## config.mk

```make
export PLATFORM = sky130hd
export DESIGN_NAME = prbs_gen_multi
export DESIGN_NICKNAME = d
export VERILOG_FILES = /design/src/rtl/prbs_gen_multi.sv
export SDC_FILE = /design/constraint.sdc
export NUM_CORES = 1
export LEC_CHECK = 0
export CAP_MARGIN = 20
export CORE_ASPECT_RATIO = 1.5
export CORE_UTILIZATION = 61
export DETAILED_ROUTE_END_ITERATION = 7
export MAX_ROUTING_LAYER = met4
export PLACE_DENSITY = 0.85
export SETUP_SLACK_MARGIN = 0.1
export SLEW_MARGIN = 30
export SYNTH_ARGS = -nofsm -noshare
export SYNTH_HDL_FRONTEND = slang
export SYNTH_SLANG_ARGS = --single-unit
```

## constraint.sdc

```tcl
create_clock -name clk -period 4.3 [get_ports clk]
set_input_delay 0.86 -clock clk [delete_from_list [all_inputs] [get_ports clk]]
set_output_delay 0.86 -clock clk [all_outputs]
set_load 0.05 [all_outputs]
```

## src/rtl/prbs_gen_multi.sv

```systemverilog
// Pattern source for the link test path: a programmable preamble repeated n times,
// followed by a PRBS7/15/23/31 stream, issued as DATA_W-bit words over valid/ready.
module prbs_gen_multi #(
  parameter int DATA_W = 8,
  parameter int PAT_W  = 32,
  parameter int CNT_W  = 4
) (
  input  logic              clk,
  input  logic              rst,
  input  logic              start,
  input  logic              stop,
  input  logic [1:0]        mode,
  input  logic [PAT_W-1:0]  pattern,
  input  logic [CNT_W-1:0]  n,
  input  logic              err_inj,
  input  logic              out_ready,
  output logic              out_valid,
  output logic [DATA_W-1:0] prbs_out,
  output logic              in_prbs,
  output logic              busy
);

  localparam int NCHUNK  = PAT_W / DATA_W;
  localparam int CHUNK_W = (NCHUNK > 1) ? $clog2(NCHUNK) : 1;

  typedef enum logic [1:0] {S_IDLE, S_PRE, S_PRBS} state_t;

  typedef struct packed {
    logic [DATA_W-1:0] word;
    logic [30:0]       lfsr;
  } step_t;

  // Runs the Fibonacci LFSR for DATA_W bits; first generated bit lands in the MSB.
  // Bits above k-1 are never tapped, so a full 31-bit shift serves every length.
  function automatic step_t prbs_step(input logic [30:0] seed, input logic [1:0] m);
    step_t r;
    logic  fb;
    r.lfsr = seed;
    r.word = '0;
    for (int i = DATA_W - 1; i >= 0; i--) begin
      case (m)
        2'b00:   fb = r.lfsr[6]  ^ r.lfsr[5];
        2'b01:   fb = r.lfsr[14] ^ r.lfsr[13];
        2'b10:   fb = r.lfsr[22] ^ r.lfsr[17];
        default: fb = r.lfsr[30] ^ r.lfsr[27];
      endcase
      r.word[i] = fb;
      r.lfsr    = {r.lfsr[29:0], fb};
    end
    return r;
  endfunction

  state_t             state_q, state_nxt;
  logic [1:0]         mode_q;
  logic [CNT_W-1:0]   n_q, rep_cnt;
  logic [PAT_W-1:0]   pattern_q;
  logic [CHUNK_W-1:0] chunk_idx;
  logic [30:0]        lfsr_q;
  logic               err_flag, stop_seen;

  // In IDLE the next word is derived from the live inputs and a fresh seed,
  // so the first word can be registered on the same edge that samples start.
  logic               src_idle;
  logic [30:0]        src_lfsr;
  logic [1:0]         src_mode;
  logic [PAT_W-1:0]   src_pat;
  logic [CNT_W-1:0]   src_n, src_rep;
  logic [CHUNK_W-1:0] src_idx;
  step_t              step;

  assign src_idle = (state_q == S_IDLE);
  assign src_lfsr = src_idle ? '1 : lfsr_q;
  assign src_mode = src_idle ? mode : mode_q;
  assign src_pat  = src_idle ? pattern : pattern_q;
  assign src_n    = src_idle ? n : n_q;
  assign src_rep  = src_idle ? '0 : rep_cnt;
  assign src_idx  = src_idle ? '0 : chunk_idx;
  assign step     = prbs_step(src_lfsr, src_mode);

  logic accept, stop_now, gen_prbs, load, err_pend;

  assign accept   = out_valid & out_ready;
  assign stop_now = stop | stop_seen;
  assign gen_prbs = (state_q == S_PRBS) | (src_rep == src_n);
  assign load     = src_idle ? start : (accept & ~stop_now);
  assign err_pend = ~src_idle & (err_flag | err_inj);
  assign busy     = ~src_idle;

  always_ff @(posedge clk or negedge rst) begin
    if (!rst) state_q <= S_IDLE;
    else      state_q <= state_nxt;
  end

  always_comb begin
    // NOTE: default first, so every path through the case assigns and no latch is inferred.
    state_nxt = state_q;
    case (state_q)
      S_IDLE: if (start)  state_nxt = gen_prbs ? S_PRBS : S_PRE;
      S_PRE:  if (accept) state_nxt = stop_now ? S_IDLE : (gen_prbs ? S_PRBS : S_PRE);
      S_PRBS: if (accept && stop_now) state_nxt = S_IDLE;
      default: state_nxt = S_IDLE;
    endcase
  end

  logic [DATA_W-1:0]  chunk_word, word_nxt;
  logic [CHUNK_W-1:0] idx_nxt;
  logic [CNT_W-1:0]   rep_nxt;
  logic               last_chunk;

  always_comb begin
    chunk_word = '0;
    for (int c = 0; c < NCHUNK; c++) begin
      if (src_idx == CHUNK_W'(c)) chunk_word = src_pat[(NCHUNK-1-c)*DATA_W +: DATA_W];
    end
    last_chunk = (src_idx == CHUNK_W'(NCHUNK - 1));
    idx_nxt    = last_chunk ? '0 : src_idx + CHUNK_W'(1);
    rep_nxt    = last_chunk ? src_rep + CNT_W'(1) : src_rep;
    word_nxt   = gen_prbs ? (step.word ^ DATA_W'(err_pend)) : chunk_word;
  end

  always_ff @(posedge clk or negedge rst) begin
    if (!rst) begin
      out_valid <= 1'b0;
      prbs_out  <= '0;
      in_prbs   <= 1'b0;
      mode_q    <= '0;
      n_q       <= '0;
      pattern_q <= '0;
      chunk_idx <= '0;
      rep_cnt   <= '0;
      lfsr_q    <= '1;
      err_flag  <= 1'b0;
      stop_seen <= 1'b0;
    end else begin
      // NOTE: non-blocking throughout; a later assignment in this block overrides an earlier one.
      if (src_idle && start) begin
        mode_q    <= mode;
        n_q       <= n;
        pattern_q <= pattern;
        lfsr_q    <= '1;
        chunk_idx <= '0;
        rep_cnt   <= '0;
      end

      if (load) begin
        out_valid <= 1'b1;
        prbs_out  <= word_nxt;
        in_prbs   <= gen_prbs;
        if (gen_prbs) begin
          lfsr_q <= step.lfsr;
        end else begin
          chunk_idx <= idx_nxt;
          rep_cnt   <= rep_nxt;
        end
      end else if (!src_idle && accept) begin
        out_valid <= 1'b0;
        in_prbs   <= 1'b0;
      end

      if (src_idle || (load && gen_prbs)) err_flag <= 1'b0;
      else if (err_inj)                   err_flag <= 1'b1;

      if (src_idle || accept) stop_seen <= 1'b0;
      else if (stop)          stop_seen <= 1'b1;
    end
  end

endmodule
```

# Yosys cells after proc, flatten, opt, wreduce, memory -nomap -nowiden
# Index checks and enable logic that the tools add are counted.
# W data, S select, Z words.
[word_totals]
out_inout_bits = 11
ff_bits = 89
[op_classes]
add_sub_neg = 2
bitwise_logic = 41
muxes = 44
eq_ne = 11
reduce_logical = 14
[ops]
columns = ["operator", "count"]
rows = [
  ["$mux W31", 4],
  ["$mux W8", 5],
  ["$mux W32", 1],
  ["$xor A1 B1 Y1", 32],
  ["$mux W4", 6],
  ["$pmux W1 S3", 8],
  ["$mux W2", 11],
  ["$eq A2 B2 Y1 const B", 4],
  ["$mux W1", 8],
  ["$xor A8 B1 Y8", 1],
  ["$eq A2 B1 Y1 const B", 3],
  ["$logic_not A2 Y1", 3],
  ["$pmux W2 S3", 1],
  ["$reduce_bool A2 Y1", 3],
  ["$add A4 B1 Y4 const B", 1],
  ["$eq A4 B4 Y1", 1],
  ["$logic_and A1 B1 Y1", 4],
  ["$ne A2 B2 Y1 const B", 2],
  ["$and A1 B1 Y1", 3],
  ["$or A1 B1 Y1", 3],
  ["$reduce_and A3 Y1", 1],
  ["$add A2 B1 Y2 const B", 1],
  ["$logic_or A1 B1 Y1", 2],
  ["$ne A2 B1 Y1 const B", 1],
  ["other kinds (2)", 3],
]

# Logic depth before layout (Yosys ltp)
# Gate-level depths: netlist of run 1.
[logic_depth]
depth_word = 8
mapped_depth = 16
mapped_depth_nobuf = 10

# Least setup slack after synthesis of run 1
# OpenSTA, ideal clock, no wires.
[synth_path]
path_type = "reg2reg"
from = "reg state_q[1]"
to = "reg prbs_out[1]"
stages_incl_launch_ff = 16
synth_period_minus_slack_ns = 2.966
setup_slack_ns = 1.334
t_arrival_ns = 2.838
cell_sequence = "dfrtp_1 -> buf_6 -> nor2_2 -> buf_4 -> inv_2 -> buf_2 -> buf_2 -> nand2_1 -> ha_1 -> clkbuf_1 -> nor2b_1 -> buf_4 -> a221o_1 -> a21o_1 -> a32oi_1 -> o21ai_1"
[synth_between]
elab_chain_len = 8
word_cells_on_any_way = 34
[synth_rtl]
columns = ["element", "line", "source"]
rows = [
  ["from (decl)", "53", "state_t state_q, state_nxt;"],
  ["from (signal assigned)", "91", "else state_q <= state_nxt;"],
  ["$logic_not A2 Y1", "71", "assign src_idle = (state_q == S_IDLE);"],
  ["$mux W2 (tied with other cells)", "73", "assign src_mode = src_idle ? mode : mode_q;"],
  ["$eq A2 B2 Y1 (tied with other cells)", "41", "case (m)"],
  ["$pmux W1 S3 / $mux W8 (equally long branches)", "41, 113", ""],
  ["$xor A1 B1 Y1 / $mux W8 (equally long branches)", "42, 113", ""],
  ["$pmux W1 S3 / $mux W8 (equally long branches)", "41, 113", ""],
  ["$xor A8 B1 Y8 / $mux W8 (equally long branches)", "118, 113", ""],
  ["$mux W8", "118", "word_nxt = gen_prbs ? (step.word ^ DATA_W'(err_pend)) : chunk_word;"],
  ["to (signal assigned)", "147", "prbs_out <= word_nxt;"],
  ["to (decl)", "18", "output logic [DATA_W-1:0] prbs_out,"],
]
# Parallel ways exist; a longest one is shown, timed or not.
# A chain may end at the register's enable or synchronous reset.

# Final worst setup path of run 1
[layout_path]
from = "reg state_q[0]"
to = "out busy"
[layout_between]
elab_chain_len = 2
[layout_rtl]
columns = ["element", "line", "source"]
rows = [
  ["$logic_not A2 Y1", "71", ""],
  ["$not A1 Y1", "87", "assign busy = ~src_idle;"],
  ["to (decl)", "20", "output logic busy"],
]
# No other way between the ends.

==> run summary, run 1 <==
run status - finished clean
Die H - 113.6 µm
initial antenna violation count - 0
reg2reg path depth - 9
fin nets - 666
Routed Antenna Nets - 0
Avg Inst Size Synth - 8.591 µm²
startpoint types - flip-flop
largest net degree at the start of global routing - 90
TNS Setup - 0 ns
Area Overhead vs Synth - 16.27%
Rel. slew slack - 38.46%
Fmax - 325.3 MHz
Least-Margin Pin Slew - 0.9170 ns
Synth Cell Area - 5069 µm²
clock sink count - 89
Cell Pwr Density - 326.1 nW/µm²
WS Path Type - flip-flop to primary output
Slew Viols, Final - 0
crit path max fanout - 16
WP data required - 3.44 ns
vias in the first global route - 4410
post-DR vias/cell - 5.972
CTS Hold Bufs - 0
Synth warnings - 0
detailed placement HPWL - 8.562 mm
RR Endpoint - prbs_out[3]$_DFFE_PN0P_
cts repair resizes - 0
fin crit period - 3.074 ns
first-pass GRT wire length - 20.96 mm
root buffer cell - clkbuf_16
Antenna Cells - 0
die width - 76.43 µm
GRT Total Usage - 31.86%
CP Capture Point - busy
Post-Syn Nets - 639
MaxCap Viol Count - 0
fillers - 580
setup violators final - 0
clk slew on worst S/H paths - 0.06 ns
#FFs+latches synth - 89
period utilization - 71.49%
reg2reg setup slack - 1.37 ns
Post-synth EDFFs - 0
WHS - 0.4751 ns
Worst Setup End Kind - primary output
Core Footprint - 8008 µm²
CTS Buffer Depth - 2
Synth cell types - 53
Hold Crit Class - flip-flop to flip-flop
TritonCTS clock tree - yes
Cell Rows - 40
DR iter-0 viols - 422
grt ovf - 0
DR WL/cell - 17.46 µm
P_leak - 2.602 nW
CP startpoint - state_q[0]$_DFFE_PN0P_
Initial DRT Pass Iterations - 6
cell area after layout - 5893 µm²
post-layout power - 1.922 mW
Remaining DRCs - 0
VDD IR max - 0.2408 mV
GPL Wtd Cong - 0.8958
Crit path largest cell delay - 0.87 ns
Setup Skew - 0.008440 ns
Post-Synthesis Cells - 590
critical path depth - 3
Synth area leader - dfrtp_1
largest cells by area after synthesis - dfrtp_1 29%, dfstp_2 16%, nand2_1 12%
Hold Path Depth - 2
layout cells sized above 1 - 13.18%
crit-path cells - nor2_4 > inv_2 > clkdlybuf4s50_1
Top-Level Pins - 55
Seq/Total Area, Yosys - 44.71%
initial cell density of the core - 63.30%
Vias - 4342
Area after DPL - 5595 µm²
Primary FF master, synth - dfrtp_1
CP top delay family - buffers and inverters
die area - 8685 µm²
unrepaired setup endpoints after global routing - no
final WL - 12.69 mm
htree depth - 3
Fin. Hold Viols - 0
Synth top area share - 28.63%
Worst Path Buf+Inv - 2
Arr. time, crit path - 2.21 ns
Reg2Reg Launch Point - state_q[0]$_DFFE_PN0P_
TritonCTS Buffers - 9
Clock Latency Late Sink - 0.35 ns
share of synthesized registers carrying an async set or reset - 100.0%
CP max-delay cell - clkdlybuf4s50_1
post-CTS setup repair buffer count - 0
IO Port Bufs - 54
-- logic make-up (layout without fill, tap and decap cells) --
logic type / count (synthesis) / count (layout) / share of synthesized area [%]
AOI/OAI and AO/OA: 108 / 108 / 14.47
and+or+nand+nor: 278 / 278 / 23.03
adders and majority gates: 5 / 5 / 1.234
buffers and inverters: 50 / 82 / 4.493
xor gates and xnor gates: 37 / 37 / 6.393
muxes: 23 / 23 / 5.677
DFF: 89 / 89 / 44.70
-- worst min path at each step --
stage / startpoint / to / slack (ns)
4_1_cts: pattern_q[18]$_DFFE_PN0P_ / pattern_q[18]$_DFFE_PN0P_ / 0.48
3_5_place_dp: pattern_q[18]$_DFFE_PN0P_ / pattern_q[18]$_DFFE_PN0P_ / 0.46
6_report: pattern_q[19]$_DFFE_PN0P_ / pattern_q[19]$_DFFE_PN0P_ / 0.48
3_3_place_gp: pattern_q[20]$_DFFE_PN0P_ / pattern_q[20]$_DFFE_PN0P_ / 0.45
2_1_floorplan: pattern_q[16]$_DFFE_PN0P_ / pattern_q[16]$_DFFE_PN0P_ / 0.44
5_1_grt: pattern_q[19]$_DFFE_PN0P_ / pattern_q[19]$_DFFE_PN0P_ / 0.50
-- metal layers --
layer / wire (µm) / global-route usage [%]
met1: 4945 / 35.72
met2: 6704 / 54.59
met3: 551 / 5.360
met4: 491 / 16.54
met5: 0 / -
-- synthesized netlist by cell type (3+ instances only) --
cell / number
nand2_1: 163
xnor2_1: 16
clkbuf_1: 24
buf_4: 4
nand2b_1: 3
nand3_1: 15
o21a_1: 3
ha_1: 5
dfrtp_1: 58
o211ai_1: 8
mux2i_1: 4
a221oi_1: 6
a21o_1: 4
inv_1: 4
o21ai_0: 8
a31oi_1: 10
nor3_1: 32
o21ai_1: 3
mux4_2: 3
xor2_1: 21
buf_2: 14
o31ai_1: 4
dfstp_2: 31
nor2_1: 53
mux2_2: 16
a21oi_1: 41
-- cell type report --
cell class,instances,area [µm²],share of cell area [%]
sequential,89,2266,38.45
multi-input combinational,451,2585,43.86
clock buffer,11,242.7,4.119
clock inverter,5,55.05,0.9342
inverter,5,18.77,0.3185
tap,105,131.4,2.229
timing repair buffer,61,594.3,10.08
-- cell usage in the layout, fill, tap and decap left out, types with 5 or more instances in the layout --
| master | count |
|---|---|
| mux2_2 | 16 |
| o211ai_1 | 8 |
| dfstp_2 | 31 |
| xor2_1 | 21 |
| clkbuf_16 | 9 |
| clkdlybuf4s50_1 | 53 |
| xnor2_1 | 16 |
| ha_1 | 5 |
| a31oi_1 | 10 |
| buf_4 | 7 |
| nor2_1 | 53 |
| nor3_1 | 32 |
| o21ai_0 | 8 |
| a21oi_1 | 41 |
| dfrtp_1 | 58 |
| a221oi_1 | 6 |
| nand3_1 | 15 |
| nand2_1 | 163 |
-- registers in the layout, summed over array words and instances, names as in the netlist, 2 cells and up --
name / count
chunk_idx: 2
pattern_q: 32
lfsr_q: 31
n_q: 4
mode_q: 2
rep_cnt: 4
state_q: 2
prbs_out: 8
-- power breakdown --
part / switching [mW] / leakage [nW] / internal [mW]
combinational: 0.0978 / 1.38 / 0.108
clock: 0.331 / 0.142 / 0.464
sequential: 0.0370 / 1.08 / 0.884
total: 0.466 / 2.60 / 1.46
-- worst reg2reg max path, delay by kind of cell (launching register included) --
kind	cells	cell delay (ns)
buf+inv	1	0.27
fa+ha+maj	1	0.34
flops	1	0.67
simple gates	3	0.75
compound gates	4	0.84
-- stage by stage --
stage	utilization, %	instances	worst slack (ns)
after floorplan	-	590	1.334
after global placement	69.83	711	1.098
after detailed placement	69.88	711	0.9877
after CTS	73.59	727	1.238
after global routing	73.59	727	1.071
final	73.59	727	1.226
Power figures use the tool's default switching activity.
==> run 2: changes to the inputs <==
--- a/config.mk
+++ b/config.mk
@@ -7,10 +7,10 @@
 export LEC_CHECK = 0
 export CAP_MARGIN = 20
 export CORE_ASPECT_RATIO = 1.5
-export CORE_UTILIZATION = 61
+export CORE_UTILIZATION = 57
 export DETAILED_ROUTE_END_ITERATION = 7
 export MAX_ROUTING_LAYER = met4
-export PLACE_DENSITY = 0.85
+export PLACE_DENSITY = 0.8
 export SETUP_SLACK_MARGIN = 0.1
 export SLEW_MARGIN = 30
 export SYNTH_ARGS = -nofsm -noshare
==> constraint.sdc (replaced) <==
create_clock -name clk -period 2.9 [get_ports clk]
set_input_delay 0.58 -clock clk [delete_from_list [all_inputs] [get_ports clk]]
set_output_delay 0.58 -clock clk [all_outputs]
set_load 0.05 [all_outputs]
==> run 2 against run 1 <==
  * Clock-buffer cell count decreased by 2
  * Sequential share of layout area decreased by 0.56 points
  * Critical path depth increased by 4
  * Final cell count increased by 1.4%
  * Register-to-register slack got worse by 0.98 ns
  * Flip-flop and latch count unchanged
  * Cell area increased by 1.5%
  * Setup slack got worse by 0.84 ns
  * First-iteration DRC count decreased by 25%
  * Global-route usage decreased by 1.9 points
  * Routed wire length decreased by 0.79%
  * Clock skew increased by 0.0028 ns
  * Critical endpoint is now prbs_out[6]$_DFFE_PN0P_
  * Largest cell class unchanged
==> run summary, run 2 (synthesized netlist as in run 1, its figures left out) <==
Remaining DRCs - 0 (unchanged)
initial cell density of the core - 59.52% (-3.8 points)
Antenna Cells - 0 (unchanged)
initial antenna violation count - 0 (unchanged)
fin crit period - 2.510 ns
clock sink count - 89 (unchanged)
die width - 79.00 µm (+3.4%)
Rel. slew slack - 52.49% (+14 points)
TNS Setup - 0 ns (unchanged)
Reg with most FFs - pattern_q
cts repair resizes - 0 (unchanged)
TritonCTS Buffers - 9 (unchanged)
DR iter-0 viols - 317 (-25%)
Core Footprint - 8516 µm² (+6.3%)
Multi-input gate area - 2585 µm² (unchanged)
GRT Total Usage - 29.91% (-1.9 points)
post-DR vias/cell - 5.910 (-1.0%)
crit path max fanout - 42 (+26)
Cell Rows - 41 (+2.5%)
root buffer cell - clkbuf_16
fin nets - 674 (+1.2%)
die area - 9281 µm² (+6.9%)
htree depth - 3 (unchanged)
Vias - 4356 (+0.32%)
commonest non-fill, non-tap cell in the layout - nand2_1
P_leak - 2.640 nW (+1.5%)
setup violators final - 0 (unchanged)
layout cells sized above 1 - 14.60% (+1.4 points)
grt ovf - 0 (unchanged)
Initial DRT Pass Iterations - 4 (-2)
vias in the first global route - 4430 (+0.45%)
CTS Buffer Depth - 2 (unchanged)
period utilization - 86.55%
crit-path cells - nor2_4 > buf_4 > mux2_2 > a221oi_1 > a31oi_1 > o211ai_1 > a21oi_1
DR WL/cell - 17.09 µm (-2.1%)
Worst Setup End Kind - flip-flop
Area Overhead vs Synth - 18.00%
Setup Skew - 0.01128 ns (+0.002841 ns)
WS Path Type - flip-flop to flip-flop
Setup WS pre-CTS - 0.3521 ns (-0.6356 ns)
GPL Wtd Cong - 0.9050 (+1.0%)
run status - finished clean
Fin. Hold Viols - 0 (unchanged)
first-pass GRT wire length - 21.07 mm (+0.49%)
final WL - 12.59 mm (-0.79%)
largest net degree at the start of global routing - 62 (-31%)
Arr. time, crit path - 2.73 ns (+0.52 ns)
Register Area - 2266 µm² (unchanged)
fillers - 667 (+15%)
Fmax - 398.4 MHz
worst setup margin - 0.3902 ns (-0.8356 ns)
commonest non-fill, non-tap cells in the layout - 163 x nand2_1, 58 x dfrtp_1, 53 x nor2_1
Least-Margin Pin Slew - 0.7127 ns (-0.2042 ns)
CP max-delay cell - dfrtp_1
post-CTS setup repair buffer count - 0 (unchanged)
max reg flops - 32 (unchanged)
Top-Level Pins - 55 (unchanged)
IO Port Bufs - 54 (unchanged)
Clock Latency Late Sink - 0.34 ns (about the same)
CTS Hold Bufs - 0 (unchanged)
MaxCap Viol Count - 0 (unchanged)
Core Util, Final - 70.23% (-3.4 points)
Crit path largest cell delay - 0.50 ns (-0.37 ns)
VDD IR max - 0.3745 mV (+56%)
startpoint types - flip-flop
Top Registers - pattern_q x32, lfsr_q x31, prbs_out x8
Slew Viols, Final - 0 (unchanged)
Hold Crit Class - input port to async pin
clk slew on worst S/H paths - 0.07 ns (about the same)
unrepaired setup endpoints after global routing - no
Cell Pwr Density - 463.9 nW/µm² (+42%)
WP data required - 3.12 ns (-0.32 ns)
reg2reg path depth - 7 (-2)
Routed Antenna Nets - 0 (unchanged)
detailed placement HPWL - 8.787 mm (+2.6%)
Die H - 117.5 µm (+3.4%)
TritonCTS clock tree - yes
-- run 2: power breakdown --
group	switching [mW]	leakage (nW)	internal, mW
combinational	0.147	1.43	0.163
clock	0.515	0.128	0.587
sequential	0.0531	1.08	1.31
total	0.715	2.64	2.06
-- run 2: routing by layer --
metal | vias to the layer above | GRT usage, % | share of wire [%]
met2 | 114 | 49.68 | 52
met1 | 2130 | 34.60 | 40
met3 | 35 | 4.651 | 4.1
met4 | 0 | 14.89 | 4.0
met5 | - | - | 0
li1 | 2077 | - | -
-- run 2: layout make-up --
type	count	area share [%]
Multi-Input combinational cell	451	43.22
Sequential cell	89	37.89
Timing Repair Buffer	69	11.67
Clock buffer	9	3.766
Tap cell	107	2.238
Clock inverter	7	0.8996
Inverter	5	0.3138
-- run 2: critical path: cells and delay by family (launching register included) --
| kind | cells | cell delay [ns] |
|---|---|---|
| DFF | 1 | 0.50 |
| and+or+nand+nor | 1 | 0.16 |
| muxes | 1 | 0.43 |
| AOI/OAI and AO/OA | 4 | 0.86 |
| buffers and inverters | 1 | 0.45 |
-- run 2: path summary, 6_finish.rpt --
kind | start | endpoint | slack, ns
worst min-delay path | rst | pattern_q[30]$_DFFE_PN0P_ | 0.20
min in group clk | pattern_q[24]$_DFFE_PN0P_ | pattern_q[24]$_DFFE_PN0P_ | 0.47
worst min register to register | pattern_q[24]$_DFFE_PN0P_ | pattern_q[24]$_DFFE_PN0P_ | 0.47
max in group asynchronous | rst | lfsr_q[29]$_DFF_PN1_ | 1.98
worst max-delay path | state_q[1]$_DFFE_PN0P_ | prbs_out[6]$_DFFE_PN0P_ | 0.39
worst max register to register | state_q[1]$_DFFE_PN0P_ | prbs_out[6]$_DFFE_PN0P_ | 0.39
-- run 2: through the flow --
stage | hold slack [ns] | std cells | power [mW] | area [µm²]
final | 0.2028 | 737 | 2.775 | 5981
after global routing | 0.2414 | 737 | 2.874 | 5981
after CTS | 0.2137 | 737 | 2.800 | 5981
after detailed placement | 0.4595 | 721 | 1.693 | 5702
after global placement | 0.4544 | 721 | 1.682 | 5702
after floorplan | 0.2844 | 590 | 1.546 | 5077
